==> config.mk <==
export PLATFORM = sky130hd
export DESIGN_NAME = network_switch_arbiter
export DESIGN_NICKNAME = d
export VERILOG_FILES = /design/src/rtl/network_switch_arbiter.sv
export SDC_FILE = /design/constraint.sdc
export NUM_CORES = 1
export LEC_CHECK = 0
export CORE_MARGIN = 3
export CORE_UTILIZATION = 40
export CTS_CLUSTER_SIZE = 28
export DETAILED_ROUTE_END_ITERATION = 8
export PLACE_DENSITY = 0.93
export SYNTH_ARGS = -nofsm -noshare
export SYNTH_HDL_FRONTEND = slang
export SYNTH_SLANG_ARGS = --single-unit
==> constraint.sdc <==
create_clock -name clk -period 6.1 [get_ports clk]
set_clock_uncertainty 0.1 [all_clocks]
set_input_delay 0.915 -clock clk [delete_from_list [all_inputs] [get_ports clk]]
set_output_delay 0.915 -clock clk [all_outputs]
set_load 0.01 [all_outputs]
==> src/rtl/network_switch_arbiter.sv <==
// Round-robin packet arbiter: grants one requesting port at a time for a whole packet
// (or up to MAX_BEATS beats) and forwards accepted beats through a one-entry output register.
module network_switch_arbiter #(
    parameter int N_PORTS   = 4,
    parameter int DATA_W    = 32,
    parameter int MAX_BEATS = 16
) (
    input  logic                           clk,
    input  logic                           rst,
    input  logic [N_PORTS-1:0]             R,
    input  logic [N_PORTS-1:0][DATA_W-1:0] D,
    input  logic [N_PORTS-1:0]             L,
    output logic [N_PORTS-1:0]             in_ready,
    output logic [DATA_W-1:0]              out,
    output logic                           out_valid,
    output logic                           out_last,
    input  logic                           out_ready,
    output logic [N_PORTS-1:0]             grant,
    output logic                           err
);

    localparam int PW = (N_PORTS > 1) ? $clog2(N_PORTS) : 1;
    localparam int CW = $clog2(MAX_BEATS + 1);

    typedef enum logic {IDLE, XFER} state_t;

    state_t          state;
    logic [PW-1:0]   ptr;
    logic [PW-1:0]   owner;
    logic [CW-1:0]   beat_cnt;

    logic [CW-1:0]   cnt_inc;
    logic            at_limit;
    logic            accept;
    logic            release_now;
    logic [PW-1:0]   owner_next;
    logic            req_found;
    logic [PW-1:0]   req_sel;
    logic [PW-1:0]   cand;

    assign cnt_inc     = beat_cnt + CW'(1);
    assign at_limit    = (cnt_inc == CW'(MAX_BEATS));
    assign accept      = (state == XFER) && R[owner] && in_ready[owner];
    assign release_now = accept && (L[owner] || at_limit);
    assign owner_next  = (owner == PW'(N_PORTS - 1)) ? '0 : owner + PW'(1);

    // in_ready follows out_ready combinationally so a drained output register refills in the same cycle.
    always_comb begin
        // NOTE: every always_comb output gets a default first so no path leaves it unassigned (no latch).
        in_ready = '0;
        if (state == XFER)
            in_ready[owner] = !out_valid || out_ready;
    end

    // Scan ptr, ptr+1, ... and take the first requester; the search is only used in IDLE.
    always_comb begin
        req_found = 1'b0;
        req_sel   = '0;
        cand      = '0;
        for (int i = 0; i < N_PORTS; i++) begin
            cand = PW'((int'(ptr) + i) % N_PORTS);
            if (!req_found && R[cand]) begin
                req_found = 1'b1;
                req_sel   = cand;
            end
        end
    end

    always_ff @(posedge clk) begin
        // NOTE: registered state uses non-blocking assignments so every flop samples pre-edge values.
        if (rst) begin
            state     <= IDLE;
            ptr       <= '0;
            owner     <= '0;
            grant     <= '0;
            beat_cnt  <= '0;
            out       <= '0;
            out_valid <= 1'b0;
            out_last  <= 1'b0;
            err       <= 1'b0;
        end else begin
            err <= 1'b0;
            case (state)
                IDLE: begin
                    if (req_found) begin
                        state    <= XFER;
                        owner    <= req_sel;
                        grant    <= N_PORTS'(1) << req_sel;
                        beat_cnt <= '0;
                    end
                end
                XFER: begin
                    if (accept) begin
                        beat_cnt <= cnt_inc;
                        if (release_now) begin
                            state <= IDLE;
                            grant <= '0;
                            ptr   <= owner_next;
                            // Forced release: the rest of the packet re-arbitrates as a new packet.
                            err   <= at_limit && !L[owner];
                        end
                    end
                end
                default: state <= IDLE;
            endcase

            if (accept) begin
                out       <= D[owner];
                out_last  <= L[owner] || at_limit;
                out_valid <= 1'b1;
            end else if (out_valid && out_ready) begin
                out_valid <= 1'b0;
            end
        end
    end

endmodule

# --- Yosys cells after proc, flatten, opt, wreduce, memory -nomap -nowiden ---
# Cells that the tools add are included.
classes:
  addsub: 5
  multipliers: 0
  div: 0
  n_lt_le_gt_ge: 6
  eq_ne: 5
  shifts: 1
  mux: 41
  bitwise: 4
  n_reduce_logical: 22
ops:
  columns: ["cell", "n"]
  rows:
  - ["32-bit binary-select mux with 2-bit select", 1]
  - ["32-bit two-way mux", 1]
  - ["1-bit two-way mux", 17]
  - ["4-bit two-way mux", 4]
  - ["2-bit by 3-bit less-than comparator with 1-bit output (second input constant)", 5]
  - ["1-bit binary-select mux with 2-bit select", 7]
  - ["2-bit two-way mux", 5]
  - ["5-bit two-way mux", 2]
  - ["5-bit one-hot mux with 2 select lines", 1]
  - ["1-bit logical AND", 9]
  - ["4-bit one-hot mux with 2 select lines", 1]
  - ["3-bit AND reduction", 2]
  - ["5-bit by 1-bit adder with 5-bit output (second input constant)", 1]
  - ["5-bit == test (second input constant)", 1]
  - ["1-bit logical NOT", 5]
  - ["2-bit by 1-bit adder with 2-bit output (second input constant)", 2]
  - ["2-bit adder (second input constant)", 2]
  - ["4-bit AND", 1]
  - ["2-bit by 1-bit != test with 1-bit output (second input constant)", 2]
  - ["2-bit AND reduction", 2]
  - ["4-bit OR reduction", 1]
  - ["1-bit by 2-bit left shift with 4-bit output (first input constant)", 1]
  - ["1-bit inverter", 3]
  - ["1-bit demux with 2-bit select", 1]
  - ["other kinds (6)", 7]
word_totals:
  reg_bits: 49
  latchBits: 0
  ramBits: 0
  mem_bits_ro: 0
  input_bits: 139
  word_cells: 93
  n_memories: 0

# --- Depth between registers and ports, before layout ---
logic_depth:
  depth_word: 15
  mapped_depth: 10
  depth_no_buf: 7

# --- Worst setup path before layout ---
# OpenSTA, ideal clock, no wires.
synth_path:
  kind: "input-to-reg"
  from: "in R[0]"
  to: "reg ptr[0]"
  t_arrival_ns: 2.145
  required_ns: 5.879
  slack_ns: 3.734
  path_stages: 5
  path_cell_list: "nand2_1 mux4_2 nor2_2 o21a_1 mux2_2"
synth_via:
  elab_chain_len: 6
synth_rtl:
  columns: ["element", "line_no", "text"]
  rows:
  - ["start, declared", "10", "input logic [N_PORTS-1:0] R,"]
  - ["1-bit binary-select mux with 2-bit select *", "43", "assign accept = (state == XFER) && R[owner] && in_ready[owner];"]
  - ["1-bit two-way mux (not written as such) *", "43", null]
  - ["1-bit logical AND * (2 in a row)", "43", null]
  - ["1-bit logical AND", "44", "assign release_now = accept && (L[owner] || at_limit);"]
  - ["3-bit AND reduction (no line) *", null, null]
  - ["end signal, assigned", "98", "ptr <= owner_next;"]
  - ["end, declared", "28", "logic [PW-1:0] ptr;"]
# Every way passes the cells marked *; elsewhere a longest branch is shown, timed or not. The select of a mux whose other input is x is not followed.
# A chain may end at the register's enable or synchronous reset.

# --- Worst setup path in the final report ---
layout_path:
  from: "reg owner[1]"
  to: "reg ptr[0]"
layout_via:
  elab_chain_len: 11
  word_cells_on_any_way: 20
  classes_between: "2 x order compare; 1 x eq/ne; 10 x mux; 1 x bitwise; 6 x reduce/logical"
layout_rtl:
  columns: ["element", "line_no", "text"]
  rows:
  - ["start, declared", "29", "logic [PW-1:0] owner;"]
  - ["start signal, assigned", "87", "owner <= req_sel;"]
  - ["2-bit by 3-bit less-than comparator with 1-bit output (not written as such) or 2-bit by 1-bit greater-or-equal comparator with 1-bit output (tied branches)", "52", "in_ready[owner] = !out_valid || out_ready;"]
  - ["1-bit logical AND (not written as such)", "52", null]
  - ["1-bit two-way mux (not written as such)", "52", null]
  - ["1-bit demux with 2-bit select", "52", null]
  - ["4-bit AND (no line)", null, null]
  - ["4-bit two-way mux", "51", "if (state == XFER)"]
  - ["1-bit binary-select mux with 2-bit select", "43", null]
  - ["1-bit two-way mux (not written as such)", "43", null]
  - ["1-bit logical AND", "43", null]
  - ["1-bit logical AND", "44", null]
  - ["3-bit AND reduction (no line)", null, null]
# Several ways; a longest one is shown, not always the timed one. The select of a mux whose other input is x is not followed.

==> impl_metrics.tcl <==
set metrics [dict create \
    cp_max_fo 39 \
    grt_overflow_total 0 \
    crit_path_start_kind "flop" \
    cpLargestDelayFamily "flip-flops" \
    syn-instance-count 289 \
    power_density_mw_per_mm2 184 \
    slew_viol_final 0 \
    antenna-diode-count 0 \
    wl_per_cell_um 17.0 \
    period_share 0.569 \
    synth_edf_count 0 \
    ff2ff_path_depth 6 \
    cts_tree "done" \
    clock_sinks 49 \
    cts_htree_levels 2 \
    ir_drop_mv 0.129 \
    r2r_slack_ps 2630 \
    end_kind "flop" \
    io_buffers 181 \
    synth_top_area_cell "dfxtp_1" \
    relSlewSlack 0.359 \
    rsz0062_at_grt "false" \
    cpPeakStageDelay_ps 940 \
    grt_pass1_vias 3172 \
    routed_wl_um 9380 \
    dieArea_mm2 0.00811 \
    worstPathBufferInverterCount 0 \
    grt_use_total 0.231 \
    r2r_start "owner[1]$_SDFFE_PP0P_" \
    row_count 30 \
    tns_ps 0 \
    dpl_cell_area_mm2 0.00465 \
    via_per_inst 5.31 \
    crit_required_ps 6190 \
    fp.dieW_um 90.1 \
    cts_resized 0 \
    hold_class "flop to flop" \
    leakage_nw 1.61 \
    setup_viol 0 \
    layout-drive-gt1-share 0.114 \
    seqCellArea_um2 983 \
    cap_violations 0 \
    fillers 559 \
    core_area_mm2 0.00683 \
    drt-initial-drc-count 131 \
    netlist_top_cells_area "dfxtp_1 (35%), mux4_2 (27%), nand2_1 (10%)" \
    worstReg2RegEnd "ptr[0]$_SDFFE_PP0P_" \
    dp_hpwl_um 7310 \
    stdcell_area_mm2 0.00474 \
    root_buffer "clkbuf_8" \
    outcome "finished, final reports clean" \
    holdPathEnd "out[2]$_SDFFE_PP0P_" \
    dr.pass1.iters 4 \
    vias 2924 \
    io_pins 182 \
    insertion_delay_ps 290 \
    grt_max_degree 57 \
    synth-seq-area-share 0.347 \
    cts_made_buffers 5 \
    antenna_found_initial 0 \
    syn_nets 433 \
    initial_core_util 0.414 \
    hp-start "out[2]$_SDFFE_PP0P_" \
    netlist_area_mm2 0.00283 \
    ys_types 39 \
    post-route-min-period_ps 3470 \
    avgSynthCellArea_um2 9.78 \
    yosysWarningCount 0 \
    die_h_um 90.1 \
    cp.arrival_ps 3560 \
    path_class "flop to flop" \
    drcViolationCount 0 \
    gp_congestion 0.764 \
    fmax_ghz 0.288 \
    yosysTopAreaCellShare 0.347 \
    grt_pass1_wl_um 15200 \
    ant_nets 0 \
    min_path_cells 2 \
    cts_max_path_buffers 2 \
    hold_buffers 0 \
    synthFlopType "dfxtp_1" \
    cp_slowest_cell "dfxtp_2" \
    syn_to_final_growth_pct 67.5 \
    layout.nets 599 \
    worstPathCellList "ha_1 -> nand2_1 -> mux4_2 -> nor2_4 -> o21a_1 -> mux2_2" \
    ys_seq_elements 49 \
    multi_input_area_mm2 0.00172 \
    clk_pin_slew_ps 90 \
    async_flop_share 0 \
    finalHoldViolCount 0 \
    tightestPinTransition_ps 961 \
    post_cts_buffers 0 \
]
power by group:
group	internal [W]	switching [W]	leakage (nW)
combinational	0.000191	0.000116	1.17
sequential	0.000346	0.0000273	0.399
clock	0.0000901	0.0000987	0.0443
stage by stage:
| stage | power [W] | std cells | setup WS [ps] | utilization | hold slack (ps) |
|---|---|---|---|---|---|
| 2_1_floorplan | 0.000527 | 289 | 3730 | - | 365 |
| 5_1_grt | 0.000914 | 551 | 2420 | 0.693 | 385 |
| 3_5_place_dp | 0.000689 | 544 | 2360 | 0.681 | 349 |
| 6_report | 0.000869 | 551 | 2630 | 0.693 | 356 |
| 3_3_place_gp | 0.000678 | 544 | 2440 | 0.681 | 342 |
| 4_1_cts | 0.000878 | 551 | 2590 | 0.693 | 360 |
cell usage in the layout, fill, tap and decap left out, drive strengths merged:
master and instances:
clkdlybuf4s50 180, nand2 78, dfxtp 49, a21oi 41
mux4 34, clkbuf 7, nand3b 6, nand2b 6
nor2 6, and3 5, ha 5, inv 4
o21ai 3, o22ai 3, and2 2, mux2i 2
nor3 2, o32ai 2, nand3 2, a311oi 2
a31o 2, mux2 2, buf 2, nand4b 1
nor3b 1, nor4 1, a2bb2oi 1, or2 1
o21a 1, nor4b 1, a41oi 1, or3 1
a31oi 1
cells by family (layout without fill, tap and decap cells):
group,after synthesis,after routing,share of synthesized area
compound gates,57,57,0.114
fa+ha+maj,5,5,0.0221
buf+inv,27,193,0.0473
flops,49,49,0.347
mux,38,38,0.287
simple gates,113,113,0.182
worst max-delay path by stage:
stage	from	to	depth (start not counted)
floorplan	R[0]	ptr[0]$_SDFFE_PP0P_	5
global placement	R[1]	ptr[0]$_SDFFE_PP0P_	6
detailed placement	R[0]	ptr[0]$_SDFFE_PP0P_	6
CTS	owner[1]$_SDFFE_PP0P_	ptr[0]$_SDFFE_PP0P_	6
global route	owner[1]$_SDFFE_PP0P_	ptr[0]$_SDFFE_PP0P_	6
finish	owner[1]$_SDFFE_PP0P_	ptr[0]$_SDFFE_PP0P_	6
per-layer routing:
metal | vias to the layer above | routed length [µm] | global-route usage
met4 | 0 | 124 | 0.0587
met5 | - | 0 | 0
li1 | 1384 | - | -
met1 | 1386 | 3500 | 0.246
met2 | 141 | 5020 | 0.442
met3 | 13 | 731 | 0.0653
synthesized netlist by cell type (2+ instances only):
cell,n
o22ai_1,3
and3_1,5
mux2i_1,2
o21ai_0,3
nand2_1,78
and2_1,2
o32ai_1,2
dfxtp_1,49
mux4_2,34
nand3_1,2
ha_1,5
buf_4,5
clkbuf_1,11
nor2_1,5
a311oi_1,2
nand2b_1,5
inv_1,3
nor3_1,2
a31o_2,2
nand3b_1,6
buf_2,5
a21oi_1,41
final cells by class:
cell class              count  share of cell area
multi-input cells         213               0.363
flip-flops and latches     49               0.208
repair buffers            182               0.383
well taps                  96              0.0254
clock buffers               7              0.0182
inverters                   4             0.00317
registers in the layout (all words and copies together) (netlist names):
register	cells
out	32
beat_cnt	5
grant	4
owner	2
ptr	2
err	1
out_last	1
out_valid	1
state	1
worst min-delay path: cells and delay by family, from the launching register on:
kind               cells  cell delay, ps
and+or+nand+nor        1              50
AOI/OAI and AO/OA      1              50
DFF                    1             310
No activity file was read; power rests on OpenSTA's default activity.
